==> config.mk <==
export PLATFORM = sky130hd
export DESIGN_NAME = clk_div_ctrl
export DESIGN_NICKNAME = d
export VERILOG_FILES = /design/src/rtl/clk_div_ctrl.sv
export SDC_FILE = /design/constraint.sdc
export NUM_CORES = 1
export LEC_CHECK = 0
export ABC_AREA = 1
export BUFFER_PORTS_ARGS = -buffer_cell sky130_fd_sc_hd__buf_2
export CORE_UTILIZATION = 57
export DETAILED_ROUTE_END_ITERATION = 16
export MAX_ROUTING_LAYER = met4
export PLACE_DENSITY = 0.83
export SLEW_MARGIN = 10
export SYNTH_ARGS = -nofsm -noshare
export SYNTH_HDL_FRONTEND = slang
export SYNTH_SLANG_ARGS = --single-unit
export TNS_END_PERCENT = 20
==> constraint.sdc <==
create_clock -name i_ref_clk -period 3.2 [get_ports i_ref_clk]
set_input_delay 0 -clock i_ref_clk [delete_from_list [all_inputs] [get_ports i_ref_clk]]
set_output_delay 0 -clock i_ref_clk [all_outputs]
set_load 0.01 [all_outputs]
==> src/rtl/clk_div_ctrl.sv <==
// clk_div_ctrl: round-robin arbiter that applies ClkDiv ratio changes safely (gate, settle, load, resume).
// Optional macro CLK_DIV_CTRL_SAME_SKIP_EN: acknowledge a request for the current ratio without gating.
module clk_div_ctrl #(
  parameter int RATIO_WD      = 8,
  parameter int DEFAULT_RATIO = 2,
  parameter int SETTLE_CYC    = 4
) (
  input  logic                i_ref_clk,
  input  logic                i_rst_n,
  input  logic [1:0]          i_req,
  input  logic [RATIO_WD-1:0] i_req_ratio0,
  input  logic [RATIO_WD-1:0] i_req_ratio1,
  output logic [RATIO_WD-1:0] o_div_ratio,
  output logic                o_clk_en,
  output logic [1:0]          o_gnt,
  output logic                o_err,
  output logic                o_busy
);

  localparam int CNT_WD = $clog2(SETTLE_CYC + 1);

  typedef enum logic [2:0] {START, IDLE, GATE, LOAD, RESUME, ACK} state_t;

  state_t              state_q, state_d;
  logic [CNT_WD-1:0]   cnt_q, cnt_d;
  logic [RATIO_WD-1:0] shadow_q, shadow_d;
  logic                shadow_idx_q, shadow_idx_d;
  logic                rr_ptr_q, rr_ptr_d;
  logic [RATIO_WD-1:0] ratio_d;
  logic                clk_en_d;
  logic [1:0]          gnt_d;
  logic                err_d;
  logic                winner;
  logic [RATIO_WD-1:0] win_ratio;
  logic                reject;
  logic                quick_ack;

  // rr_ptr names the requester that wins a tie; after a grant it moves to the other one.
  always_comb begin
    winner = 1'b0;
    if (i_req == 2'b11) winner = rr_ptr_q;
    else                winner = i_req[1];
    win_ratio = winner ? i_req_ratio1 : i_req_ratio0;
    reject    = (win_ratio == '0);
`ifdef CLK_DIV_CTRL_SAME_SKIP_EN
    quick_ack = reject || (win_ratio == o_div_ratio);
`else
    quick_ack = reject;
`endif
  end

  always_ff @(posedge i_ref_clk or negedge i_rst_n) begin
    if (!i_rst_n) begin
      state_q      <= START;
      cnt_q        <= '0;
      shadow_q     <= RATIO_WD'(DEFAULT_RATIO);
      shadow_idx_q <= 1'b0;
      rr_ptr_q     <= 1'b0;
      o_div_ratio  <= RATIO_WD'(DEFAULT_RATIO);
      o_clk_en     <= 1'b0;
      o_gnt        <= 2'b00;
      o_err        <= 1'b0;
      o_busy       <= 1'b1;
    end else begin
      state_q      <= state_d;
      cnt_q        <= cnt_d;
      shadow_q     <= shadow_d;
      shadow_idx_q <= shadow_idx_d;
      rr_ptr_q     <= rr_ptr_d;
      o_div_ratio  <= ratio_d;
      o_clk_en     <= clk_en_d;
      o_gnt        <= gnt_d;
      o_err        <= err_d;
      o_busy       <= (state_d != IDLE);
    end
  end

  always_comb begin
    state_d = state_q;
    case (state_q)
      START:   state_d = IDLE;
      IDLE:    if (i_req != 2'b00) state_d = quick_ack ? ACK : GATE;
      GATE:    if (cnt_q == '0) state_d = LOAD;
      LOAD:    state_d = RESUME;
      RESUME:  state_d = IDLE;
      ACK:     state_d = IDLE;
      default: state_d = START;
    endcase
  end

  // Outputs are computed for the state being entered so every output comes straight from a flop.
  always_comb begin
    cnt_d        = cnt_q;
    shadow_d     = shadow_q;
    shadow_idx_d = shadow_idx_q;
    rr_ptr_d     = rr_ptr_q;
    ratio_d      = o_div_ratio;
    clk_en_d     = o_clk_en;
    gnt_d        = 2'b00;
    err_d        = 1'b0;
    case (state_q)
      START: clk_en_d = 1'b1;
      IDLE: begin
        clk_en_d = 1'b1;
        if (i_req != 2'b00) begin
          if (quick_ack) begin
            gnt_d[winner] = 1'b1;
            err_d         = reject;
            rr_ptr_d      = ~winner;
          end else begin
            clk_en_d     = 1'b0;
            shadow_d     = win_ratio;
            shadow_idx_d = winner;
            cnt_d        = CNT_WD'(SETTLE_CYC - 1);
          end
        end
      end
      GATE: begin
        clk_en_d = 1'b0;
        if (cnt_q == '0) ratio_d = shadow_q;
        else             cnt_d   = cnt_q - CNT_WD'(1);
      end
      LOAD: begin
        clk_en_d            = 1'b1;
        gnt_d[shadow_idx_q] = 1'b1;
        rr_ptr_d            = ~shadow_idx_q;
      end
      RESUME:  clk_en_d = 1'b1;
      ACK:     clk_en_d = 1'b1;
      default: clk_en_d = 1'b0;
    endcase
  end

endmodule

==> run metrics <==
Mapped Area=1480 µm²; Sinks on Clock Net=29; post-CTS setup-driven buffer insertion count=0; number of cells produced by synthesis=156; period utilization=55.1%; number of vias in the routed layout=1107; antenna cells=0; latest clock arrival within the worst-skew pair=0.33 ns; Row Count=18; TritonCTS clock tree=done; post-route minimum period=1.76 ns; Sw Share=38.7%; fraction of the yosys area taken by sequential cells=49.3%; most used routing layer in global routing=met2; largest buffer count on any clock path=2; wire length per cell after detailed routing=11.9 µm; starting utilization of the core area=60.3%; maximum level of the CTS H-tree=2; relative contribution of combinational cells to total power=41.1%; worst-case reg-to-reg path depth=12; nature of the critical path endpoint=register; number of global-route vias before repair=1067; Worst EP required=3.47 ns; VDD IR-drop max=491 µV; library cell with the largest summed area after synthesis=sky130_fd_sc_hd__dfrtp_1; Die Span Y=53.0 µm; clock slew seen by the registers of the worst setup and hold paths=0.09 ns; Resized Gates After CTS=0; headroom to the max-slew limit=58.6%; final hold violation count=0; main combinational cell family by area after synthesis=simple AND/OR/NAND/NOR gates; vias per inst=4.94; share of synthesized cell area in full adder, half adder and majority cells=1.69%; number of buffer and inverter instances along the worst setup path=1; residual overflow from global routing=0; met2 track demand over resource in global routing=36.5%; setup repair after global routing missed its margin=false; slew at the pin closest to its max-slew limit=0.621 ns; fraction of met1 tracks used by global routing=32.5%; area share of xor/xnor cells in the synthesized design=0.592%; Design Power=1.51 mW; cts hold-fix bufs=2; top fanout value on the critical path=20; worst setup skew after layout=0.00698 ns; Post-DP HPWL=2.03 mm; clock network power share=16.7%; Crit. path cell count=12; top area cells in the synthesized netlist=sky130_fd_sc_hd__dfrtp_1 44%, sky130_fd_sc_hd__nand2_1 7.9%, sky130_fd_sc_hd__nand2_2 6.8%, sky130_fd_sc_hd__mux2_2 6.1%, sky130_fd_sc_hd__dfstp_2 5.3%; Leakage Power=0.929 nW; Setup Viol. Count Final=0; total internal power=0.925 mW; achievable clock frequency=567 MHz; type of the setup path with the least slack=register to register; placed standard-cell area=1640 µm²; Post-Synthesis Mean Instance Area=9.49 µm²; setup tns final=0 ns; first-iteration detailed-routing DRC count=20; fraction of final layout cells with drive strength greater than 1=40.7%; fillcell total=197; minimum hold slack=0.0143 ns; TritonCTS buffer count=5; cell breakdown of the critical path=inv_2, nand2_4, nand2_4, nand2_1, nand2_1, nand2_2, nor2_4, nand2_2, nand2_2, nand2_4, nor2_2, nand2_1; maximum capacitance violations=0; complex-gate fraction of the synthesized area=4.40%; maximum number of pins on one net before global-route repair=30; Yosys top cell area share=44.0%; simple-gate portion of the synthesized area=30.3%; Synth Warn #=0; floorplan die width=53.0 µm; gp weighted congestion=0.800; total nets after synthesis=178; net switching power figure=0.584 mW; post-synthesis to final-layout area growth=16.7%; Hold Crit Depth=5; global-route wire length before repair=4.72 mm; Root Driver=sky130_fd_sc_hd__clkbuf_4; number of max-slew violations in the final report=0; total wire length=2.66 mm; total iterations of the first detailed-routing run=4; number of antenna violations at the first check in global routing=0; flop and latch count out of synthesis=29; Reg power frac=42.2%; Data arrival, critical path=2.03 ns; share of cell area taken by muxes after synthesis=6.09%; Crit path largest cell delay=0.40 ns; die area=2800 µm²; Ports=33; aggregate global-route resource usage=25.3%; number of distinct library cell variants in the gate-level netlist after synthesis=26; total power density per cell area=874 nW/µm²; met3 capacity usage during global routing=5.46%; startpoint type of the worst setup path=register; PortBufs=32; DRC violation count after routing=0; utilization after layout=70.3%; post-route design area=1730 µm²; status=finished, final reports clean; Hold Crit Class=input pin to register; area of the core=2450 µm²; cell type of the slowest stage on the worst timing path=sky130_fd_sc_hd__dfrtp_1; number of nets at the end of the flow=215; Antenna Violating Nets Remaining=0; CP delay by family, top=simple AND/OR/NAND/NOR gates
## worst register-to-register path: stages, from the launching register on
cell and delay [ns]:
sky130_fd_sc_hd__dfrtp_1 0.40, sky130_fd_sc_hd__inv_2 0.07, sky130_fd_sc_hd__nand2_4 0.08, sky130_fd_sc_hd__nand2_4 0.15
sky130_fd_sc_hd__nand2_1 0.07, sky130_fd_sc_hd__nand2_1 0.11, sky130_fd_sc_hd__nand2_2 0.08, sky130_fd_sc_hd__nor2_4 0.16
sky130_fd_sc_hd__nand2_2 0.07, sky130_fd_sc_hd__nand2_2 0.26, sky130_fd_sc_hd__nand2_4 0.09, sky130_fd_sc_hd__nor2_2 0.10
sky130_fd_sc_hd__nand2_1 0.07
## worst paths after layout
check                                             end  slack [ns]            startpoint
setup / recovery                     o_busy$_DFF_PN1_        1.44  rr_ptr_q$_DFFE_PN0P_
hold / removal                shadow_q[1]$_DFFE_PN1P_        0.01       i_req_ratio0[1]
setup reg to reg                     o_busy$_DFF_PN1_        1.44  rr_ptr_q$_DFFE_PN0P_
hold reg to reg                    o_clk_en$_DFF_PN0_        0.50  state_q[2]$_DFF_PN0_
max in group asynchronous  o_div_ratio[4]$_DFFE_PN0P_        2.58               i_rst_n
min in group asynchronous          o_clk_en$_DFF_PN0_        0.21               i_rst_n
## Yosys cell counts (all sizes together)
cell type	instances
clkbuf	1
dfstp	3
nand2	51
nor2	10
inv	19
nand4	5
or2	1
a21oi	1
xnor2	1
nand3b	7
buf	3
mux2	8
nor3	1
o21ai	10
nand3	6
ha	2
o22ai	1
dfrtp	26
## metrics by stage
step           std cells  setup slack (ns)
2_1_floorplan        156              1.74
3_3_place_gp         214              1.53
3_5_place_dp         214              1.44
4_1_cts              224              1.43
5_1_grt              224              1.24
6_report             224              1.44
## flip-flops by register name, summed over array words and instances, names as in the netlist
| signal | count |
|---|---|
| rr_ptr_q | 1 |
| o_div_ratio | 8 |
| o_busy | 1 |
| shadow_idx_q | 1 |
| cnt_q | 3 |
| o_gnt | 2 |
| state_q | 3 |
| o_err | 1 |
| shadow_q | 8 |
| o_clk_en | 1 |
## cells by family after synthesis
group | after synthesis
buf+inv | 23
compound gates | 12
xor+xnor | 1
simple gates | 81
flops | 29
mux | 8
fa+ha+maj | 2
## cells in the final DEF (no fill, tap or decap), types with 2 or more instances in the layout
cell type,Yosys,final
sky130_fd_sc_hd__buf_2,1,32
sky130_fd_sc_hd__clkbuf_4,0,5
sky130_fd_sc_hd__clkbuf_8,0,2
sky130_fd_sc_hd__dfrtp_1,26,26
sky130_fd_sc_hd__dfstp_2,3,3
sky130_fd_sc_hd__dlygate4sd3_1,0,2
sky130_fd_sc_hd__ha_1,2,2
sky130_fd_sc_hd__inv_1,18,18
sky130_fd_sc_hd__mux2_2,8,8
sky130_fd_sc_hd__nand2_1,31,31
sky130_fd_sc_hd__nand2_2,16,16
sky130_fd_sc_hd__nand2_4,4,4
sky130_fd_sc_hd__nand3_1,5,5
sky130_fd_sc_hd__nand3b_1,7,7
sky130_fd_sc_hd__nand4_1,5,5
sky130_fd_sc_hd__nor2_1,6,6
sky130_fd_sc_hd__nor2_2,2,2
sky130_fd_sc_hd__nor2_4,2,2
sky130_fd_sc_hd__o21ai_0,10,10
## power by group through the flow
stage	registers (mW)	logic [mW]	clock network, mW
finish	0.637	0.620	0.252
global route	0.661	0.715	0.274
CTS	0.638	0.624	0.258
detailed placement	0.645	0.620	0
global placement	0.636	0.584	0
floorplan	0.662	0.443	0
## area by class of cell
type                            instances  area, µm²  area share, %
Clock buffer                            7       65.1           3.77
Clock inverter                          1       5.00          0.290
Inverter                               19       71.3           4.13
Multi-Input combinational cell        104        638           37.0
Sequential cell                        29        729           42.2
Tap cell                               30       37.5           2.17
Timing Repair Buffer                   34        180           10.4
## routing by layer
metal,wire length (µm),up-vias
met5,0,-
met4,78,0
met3,120,8
met2,1280,30
met1,1180,494
li1,-,575
Power figures use the tool's default switching activity.
